### src/rtl/gvn_expr_sched.sv
// gvn_expr_sched: global value numbering scheduler for 1-bit expressions.
// Redundant requests reuse an existing slot; new ones issue on one shared ALU.
module gvn_expr_sched #(
    parameter int NUM_VN = 8,
    parameter int VN_W   = 3
) (
    input  logic            clk,
    input  logic            rst_n,
    input  logic            start,
    input  logic            pi_a,
    input  logic            pi_b,
    input  logic            in_valid,
    output logic            in_ready,
    input  logic [1:0]      in_op,
    input  logic [VN_W-1:0] in_src_a,
    input  logic [VN_W-1:0] in_src_b,
    output logic            out_valid,
    input  logic            out_ready,
    output logic [VN_W-1:0] out_vn,
    output logic            out_val,
    output logic            out_hit,
    output logic            out_err,
    output logic            busy
);

    localparam logic [1:0] S_IDLE   = 2'd0;
    localparam logic [1:0] S_LOOKUP = 2'd1;
    localparam logic [1:0] S_EXEC   = 2'd2;
    localparam logic [1:0] S_RESP   = 2'd3;

    localparam logic [1:0] OP_AND = 2'd0;
    localparam logic [1:0] OP_OR  = 2'd1;
    localparam logic [1:0] OP_XOR = 2'd2;
    localparam logic [1:0] OP_NOT = 2'd3;

    logic [1:0] state;

    logic [NUM_VN-1:0] tv;
    logic [NUM_VN-1:0] tval;
    logic [1:0]        top [NUM_VN];
    logic [VN_W-1:0]   tka [NUM_VN];
    logic [VN_W-1:0]   tkb [NUM_VN];

    logic [1:0]      r_op;
    logic [VN_W-1:0] r_a;
    logic [VN_W-1:0] r_b;
    logic [VN_W-1:0] r_slot;

    logic [VN_W-1:0] o_vn;
    logic            o_val;
    logic            o_hit;
    logic            o_err;

    logic [VN_W-1:0] ka;
    logic [VN_W-1:0] kb;
    logic            a_ok;
    logic            b_ok;
    logic            src_ok;
    logic            hit;
    logic [VN_W-1:0] hit_idx;
    logic            free_ok;
    logic [VN_W-1:0] free_idx;
    logic            alu;

    assign in_ready  = (state == S_IDLE) && !start;
    assign out_valid = (state == S_RESP);
    assign busy      = (state != S_IDLE);
    assign out_vn    = o_vn;
    assign out_val   = o_val;
    assign out_hit   = o_hit;
    assign out_err   = o_err;

    // Commutative ops are keyed with the smaller operand first
    always_comb begin
        ka = r_a;
        kb = r_b;
        if (r_op == OP_NOT) begin
            kb = '0;
        end else if (r_b < r_a) begin
            ka = r_b;
            kb = r_a;
        end
    end

    always_comb begin
        a_ok   = (int'(r_a) < NUM_VN) && tv[r_a];
        b_ok   = (int'(r_b) < NUM_VN) && tv[r_b];
        src_ok = a_ok && (b_ok || (r_op == OP_NOT));
    end

    // Descending scan so the lowest matching / free index wins
    always_comb begin
        hit      = 1'b0;
        hit_idx  = '0;
        free_ok  = 1'b0;
        free_idx = '0;
        for (int i = NUM_VN - 1; i >= 2; i--) begin
            if (tv[i] && top[i] == r_op &&
                tka[i] == ka && tkb[i] == kb) begin
                hit     = 1'b1;
                hit_idx = VN_W'(i);
            end
            if (!tv[i]) begin
                free_ok  = 1'b1;
                free_idx = VN_W'(i);
            end
        end
    end

    always_comb begin
        alu = 1'b0;
        unique case (1'b1)
            (r_op == OP_AND): alu = tval[ka] & tval[kb];
            (r_op == OP_OR):  alu = tval[ka] | tval[kb];
            (r_op == OP_XOR): alu = tval[ka] ^ tval[kb];
            (r_op == OP_NOT): alu = ~tval[ka];
        endcase
    end

    always_ff @(posedge clk or negedge rst_n) begin
        if (!rst_n) begin
            tv   <= NUM_VN'(3);
            tval <= '0;
        end else if (state == S_IDLE && start) begin
            tv      <= NUM_VN'(3);
            tval[0] <= pi_a;
            tval[1] <= pi_b;
        end else if (state == S_EXEC) begin
            tv[r_slot]   <= 1'b1;
            tval[r_slot] <= alu;
        end
    end

    // Expression payload is only meaningful where tv is set
    always_ff @(posedge clk) begin
        if (state == S_EXEC) begin
            top[r_slot] <= r_op;
            tka[r_slot] <= ka;
            tkb[r_slot] <= kb;
        end
    end

    always_ff @(posedge clk or negedge rst_n) begin
        if (!rst_n) begin
            state  <= S_IDLE;
            r_op   <= '0;
            r_a    <= '0;
            r_b    <= '0;
            r_slot <= '0;
            o_vn   <= '0;
            o_val  <= 1'b0;
            o_hit  <= 1'b0;
            o_err  <= 1'b0;
        end else begin
            unique case (state)
                S_IDLE: begin
                    if (in_valid && !start) begin
                        r_op  <= in_op;
                        r_a   <= in_src_a;
                        r_b   <= in_src_b;
                        state <= S_LOOKUP;
                    end
                end
                S_LOOKUP: begin
                    if (!src_ok || (!hit && !free_ok)) begin
                        o_vn  <= '0;
                        o_val <= 1'b0;
                        o_hit <= 1'b0;
                        o_err <= 1'b1;
                        state <= S_RESP;
                    end else if (hit) begin
                        o_vn  <= hit_idx;
                        o_val <= tval[hit_idx];
                        o_hit <= 1'b1;
                        o_err <= 1'b0;
                        state <= S_RESP;
                    end else begin
                        r_slot <= free_idx;
                        state  <= S_EXEC;
                    end
                end
                S_EXEC: begin
                    o_vn  <= r_slot;
                    o_val <= alu;
                    o_hit <= 1'b0;
                    o_err <= 1'b0;
                    state <= S_RESP;
                end
                S_RESP: begin
                    if (out_ready) state <= S_IDLE;
                end
            endcase
        end
    end

endmodule

### config.mk
export PLATFORM = sky130hd
export DESIGN_NAME = gvn_expr_sched
export DESIGN_NICKNAME = d
export VERILOG_FILES = /design/src/rtl/gvn_expr_sched.sv
export SDC_FILE = /design/constraint.sdc
export NUM_CORES = 1
export LEC_CHECK = 0
export CAP_MARGIN = 20
export CORE_UTILIZATION = 60
export DETAILED_ROUTE_END_ITERATION = 7
export HOLD_SLACK_MARGIN = 0.02
export PLACE_DENSITY = 0.8
export SETUP_SLACK_MARGIN = 0.2
export SYNTH_ARGS = -nofsm -noshare
export SYNTH_HDL_FRONTEND = slang
export SYNTH_SLANG_ARGS = --single-unit
### constraint.sdc
create_clock -name clk -period 4.1 [get_ports clk]
set_input_delay 0.82 -clock clk [delete_from_list [all_inputs] [get_ports clk]]
set_output_delay 0.82 -clock clk [all_outputs]
set_load 0.01 [all_outputs]
# Word-level counts from Yosys, hierarchy flattened
# Memory sizes are Yosys's and may differ from the RTL's.
# Cells that the tools add are included.
# Widths: inputs -> output; s select.
# word_totals
ff_bits,35
latch_bits,0
mem_bits_rw,64
romBits,0
in_bits,15
output_inout_bits,9
n_memories,3
# mem_list
name,words,word_bits,rd,rd_ports_with_merged_regs,write_ports,line_no,source
tka,8,3,6,0,1,41,logic [VN_W-1:0] tka [NUM_VN];
tkb,8,3,6,0,1,42,logic [VN_W-1:0] tkb [NUM_VN];
top,8,2,6,0,1,40,logic [1:0] top [NUM_VN];
# classes
add_sub_neg,0
mul,0
div,0
n_lt_le_gt_ge,8
eq_ne,27
n_shift,0
muxes,65
bitwise_logic,8
reduce_logical,40
# op_table
cell,n
$mux 3,18
$eq 3x3->1,12
$mux 1,28
$logic_and 1x1->1,24
$lt 3x4->1 const B,6
$mux 8,2
$bmux 1 s3,5
$eq 2x2->1,6
$bwmux 8,1
$eq 2x2->1 const B,4
$mux 2,4
$or 8x8->8,1
$pmux 2 s4,1
$reduce_and 2->1,4
$pmux 1 s2,3
$pmux 3 s2,1
$reduce_bool 2->1,3
$eq 2x1->1 const B,2
$logic_not 1->1,4
$logic_not 2->1,2
$ne 2x1->1 const B,2
$not 1->1,4
$pmux 1 s4,1
$demux 1 s3,1
other kinds (8),9

# Logic depth before layout (Yosys ltp)
# depth
depth_word,17
mapped_depth,18
mapped_depth_nobuf,16

# Least setup slack after synthesis
# Ideal clock, no wire load.
# synth_timing
path_type,flip-flop to flip-flop
from,register r_a[2]
to,register tval[0]
setup_time_ns,0.077
arrival_time_ns,3.651
slack_ns,0.371
path_stages_with_launch,19
n_path_buf,2
synth_period_minus_slack_ns,3.729
path_cell_list,dfrtp_1 clkbuf_1 inv_1 ha_1 and2b_1 nor3_1 or2_2 clkbuf_1 inv_1 nand2_1 a311oi_1 a31o_2 inv_1 ha_1 a21oi_1 nor2_1 a211oi_1 mux2i_1 a21oi_1
# synth_via
elab_chain_len,10
elab_cells_between_ends,17
classes_between,1 x order compare; 12 x mux; 4 x bitwise
# synth_rtl
element,line_no,source
from (decl),45,logic [VN_W-1:0] r_a;
from (signal assigned),159,r_a <= in_src_a;
$lt 3x3->1 *,79,end else if (r_b < r_a) begin
$mux 3 *,79,
$mux 3 *,77,if (r_op == OP_NOT) begin
named net ka[0],54,logic [VN_W-1:0] ka;
$bmux 1 s3 *,n/a,
$mux 1 (not written as such) *,n/a,
$xor 1x1->1 (tied with other cells),115,(r_op == OP_XOR): alu = tval[ka] ^ tval[kb];
$pmux 1 s4 *,112,unique case (1'b1)
$bwmux 8 *,130,tval[r_slot] <= alu;
$mux 2 *,128,end else if (state == S_EXEC) begin
$mux 2 *,124,end else if (state == S_IDLE && start) begin
to (signal assigned),126,tval[0] <= pi_a;
"to (signal, indexed assignment)",130,
to (decl),39,logic [NUM_VN-1:0] tval;
# The timed path passes the listed nets; every way through them passes the cells marked *. The select of a mux whose other input is x is not followed.
# A chain may end at the register's enable or synchronous reset.

# Worst setup path in the final report
# layout_timing
from,register r_b[2]
to,register tval[3]
# layout_via
elab_chain_len,8
elab_cells_between_ends,15
classes_between,1 x order compare; 10 x mux; 4 x bitwise
# layout_rtl
element,line_no,source
from (decl),46,logic [VN_W-1:0] r_b;
from (signal assigned),160,r_b <= in_src_b;
$lt 3x3->1,79,
$mux 3,79,
$mux 3,77,
$bmux 1 s3 (on tied branches),n/a,
$mux 1 (on tied branches),n/a,
$xor 1x1->1 (tied with other cells),115,
$pmux 1 s4 *,112,
$bwmux 8 *,130,
# Mark *: on every way between the ends. The rest lies on a longest branch, timed or not. The select of a mux whose other input is x is not followed.

==> run_results.csv <==
group,metric,value,unit
critical_path,r2r-end,"tval[3]",
critical_path,crit_path_max_fanout,8,
route,wl_per_cell,20.6,um
route,vias,3587,
critical_path,required,4.34,ns
critical_path,crit_path_end_kind,"flip-flop",
placement,hpwl,8.33,mm
job,cap_violations,0,
yosys,syn_nets,445,
yosys,yosys.area_share.simple,16.3,%
clocking,cts_tree,"done",
timing,post-route-period-util,91.0,%
placement,gp_congestion,0.927,
clocking,cts-root-buf,"clkbuf_8",
yosys,yosysWarnings,0,
floorplanning,core.rowCount,31,
floorplanning,io_pins,24,
critical_path,timing.rr.start,"r_b[2]",
yosys,syn_avg_cell_area,11.2,um^2
yosys,synth_edf_count,48,
pwr,ir_drop,539,uV
yosys,synth_compound_area_share,12.4,%
floorplanning,core,7410,um^2
outcome,status,"finished clean",
yosys,syn_area,4710,um^2
timing,finClkSkew,0.0148,ns
clocking,clock_path_buffers,2,
critical_path,path_class,"reg2reg",
finish,drive_gt1_share,17.1,%
global_routing,grt_util_all_layers,29.4,%
hold_path,whs_path_depth,2,
timing,setup_violations,0,
yosys,postSynthCellCount,420,
finish,fillers,515,
finish,area_delta_synth_final,13.6,%
finish,n_antenna_cell,0,
finish,final_cell_mix,"edfxtp_1, nand2_1, dfrtp_1",
clocking,cts_buffers,9,
route,drc,0,
timing,slew_headroom,28.2,%
floorplanning,die_area,8210,um^2
critical_path,r2r_cells,13,
clocking,clkTransAtPathRegs,0.08,ns
yosys,synth_fa_ha_area_share,2.66,%
yosys,yosysUniqueCellTypes,72,
hold_path,holdPathEnd,"out_err",
global_routing,gr-total-overflow,0,
route,vias_per_cell,6.38,
pwr,powerDensity,857,nW/um^2
route,finalWirelength,11.6,mm
route,dr.pass1.iters,5,
timing,rsz0062_at_grt,"no",
floorplanning,initial_core_util,63.6,%
hold_path,hold_start,"out_err",
critical_path,arrival,3.97,ns
clocking,cts_sinks,83,
yosys,synth_mux_area_share,9.16,%
placement,io_buffers,23,
pwr,leakage,2.01,nW
finish,finalNetCount,483,
timing,fmax,0.268,GHz
global_routing,first_global_vias,3412,
clocking,htreeDepth,3,
route,ant_nets,0,
pwr,intPower,2.58,mW
pwr,seq_power_share,29.3,%
global_routing,antenna_found_initial,0,
timing,hold-worst-slack,0.496,ns
timing,fin_crit,3.73,ns
timing,tightest_slew,1.07,ns
route,drtIter0Drc,355,
timing,hold_violations,0,
floorplanning,die_y,90.6,um
pwr,clockPowerShare,12.4,%
critical_path,ff2ff_setup_slack,0.37,ns
yosys,synthXorXnorAreaFrac,6.48,%
timing,tns,0,ns
pwr,switching_share,43.7,%
clocking,clkLatencyLatePin,0.36,ns
global_routing,grt_pass1_wl,18.1,mm
floorplanning,die_w,90.6,um
critical_path,worst_setup_path_start_kind,"flip-flop",
yosys,ys_ff_latch,83,
pwr,p_comb_share,58.2,%
pwr,p_switching,2.01,mW
global_routing,grt_max_degree,36,
finish,final_common_cell,"edfxtp_1",
yosys,synth_top_family_by_area,"simple AND/OR/NAND/NOR gates",
hold_path,hp-class,"reg2reg",
timing,report.final.slew_viol_count,0,
yosys,synth_async_sr_flop_share,42.2,%
yosys,synth-seq-area-share,49.2,%
yosys,ys.flop_type,"edfxtp_1",
==> Yosys cell counts, types with 9 or more instances <==
cell       n  area [um^2]
o21ai_0   16         80.1
mux2i_1   11          110
dfrtp_1   33          826
nand2_1   37          139
nor3_1    17         85.1
inv_1     19         71.3
mux2_2    16          180
edfxtp_1  48         1440
xor2_1     9         78.8
xnor2_1   24          210
nand2b_1  11         68.8
nor2_1    18         67.6
nand3_1   14         70.1
ha_1      10          125
==> stage by stage <==
step | instance area (um^2) | std cells | worst slack [ns] | util, % | total power, mW
after detailed placement | 5090 | 541 | 0.0622 | 68.7 | 3.82
after CTS | 5280 | 557 | 0.245 | 71.3 | 4.41
after global routing | 5350 | 562 | 0.152 | 72.3 | 4.85
final | 5350 | 562 | 0.368 | 72.3 | 4.59
after global placement | 5090 | 541 | 0.372 | 68.7 | 3.72
after floorplan | 4710 | 420 | 0.371 | - | 3.12
==> worst max-delay path: stages, from the launching register on <==
cell and delay [ns]:
dfrtp_1 0.44, inv_1 0.08, ha_1 0.33, and2b_1 0.28, a211o_1 0.34, mux2i_4 0.29, buf_4 0.19, mux2i_1 0.18
nand2_1 0.08, a31o_2 0.28, ha_1 0.31, nor3_1 0.41, a211oi_4 0.12, mux2_2 0.30
==> registers in the layout, indices dropped and copies added, names as in the netlist <==
| register | count |
|---|---|
| out_err | 1 |
| out_hit | 1 |
| out_val | 1 |
| out_vn | 3 |
| r_a | 3 |
| r_b | 3 |
| r_op | 2 |
| r_slot | 3 |
| state | 2 |
| tka | 18 |
| tkb | 18 |
| top | 12 |
| tv | 8 |
| tval | 8 |
==> metal layers <==
layer / vias up / share of wire [%] / GRT usage (%)
met3: 29 / 6.5 / 5.56
met1: 1776 / 44 / 40.4
met5: - / 0 / 0
li1: 1647 / - / -
met4: 0 / 3.8 / 14.7
met2: 135 / 46 / 45.0
==> power by group through the flow <==
stage / logic [mW] / clock network (mW) / registers, mW
after floorplan: 1.81 / 0 / 1.31
after global placement: 2.37 / 0 / 1.35
after detailed placement: 2.47 / 0 / 1.36
after CTS: 2.50 / 0.572 / 1.34
after global routing: 2.87 / 0.611 / 1.37
final: 2.67 / 0.571 / 1.35
==> worst max path at each step <==
stage | start | slack, ns | endpoint
floorplan | r_a[2] | 0.37 | tval[0]
global placement | r_b[2] | 0.37 | tval[0]
detailed placement | r_b[2] | 0.06 | tval[1]
CTS | r_b[2] | 0.24 | out_val
global route | r_b[2] | 0.15 | tval[1]
finish | r_b[2] | 0.37 | tval[3]
==> what timing repair did <==
| item | in CTS | in global routing |
|---|---|---|
| setup buffers | 0 | 4 |
| pin swaps | 0 | 1 |
| hold buffers | 0 | 0 |
| gates resized for setup | 1 | 6 |
| setup endpoints to repair | 8 | 13 |
==> cell type report <==
cell class / instances / area, um^2 / share of cell area (%)
flip-flops and latches: 83 / 2320 / 43.3
multi-input cells: 299 / 2240 / 41.9
repair buffers: 45 / 394 / 7.36
clock buffers: 13 / 170 / 3.18
well taps: 99 / 124 / 2.31
inverters: 20 / 78.8 / 1.47
clock inverters: 3 / 21.3 / 0.397
==> logic make-up after synthesis <==
group / after synthesis
adders and majority gates: 10
muxes: 34
xor gates and xnor gates: 34
and+or+nand+nor: 142
AOI/OAI and AO/OA: 79
DFF: 83
buffers and inverters: 38
(Power assumes the default switching activity.)
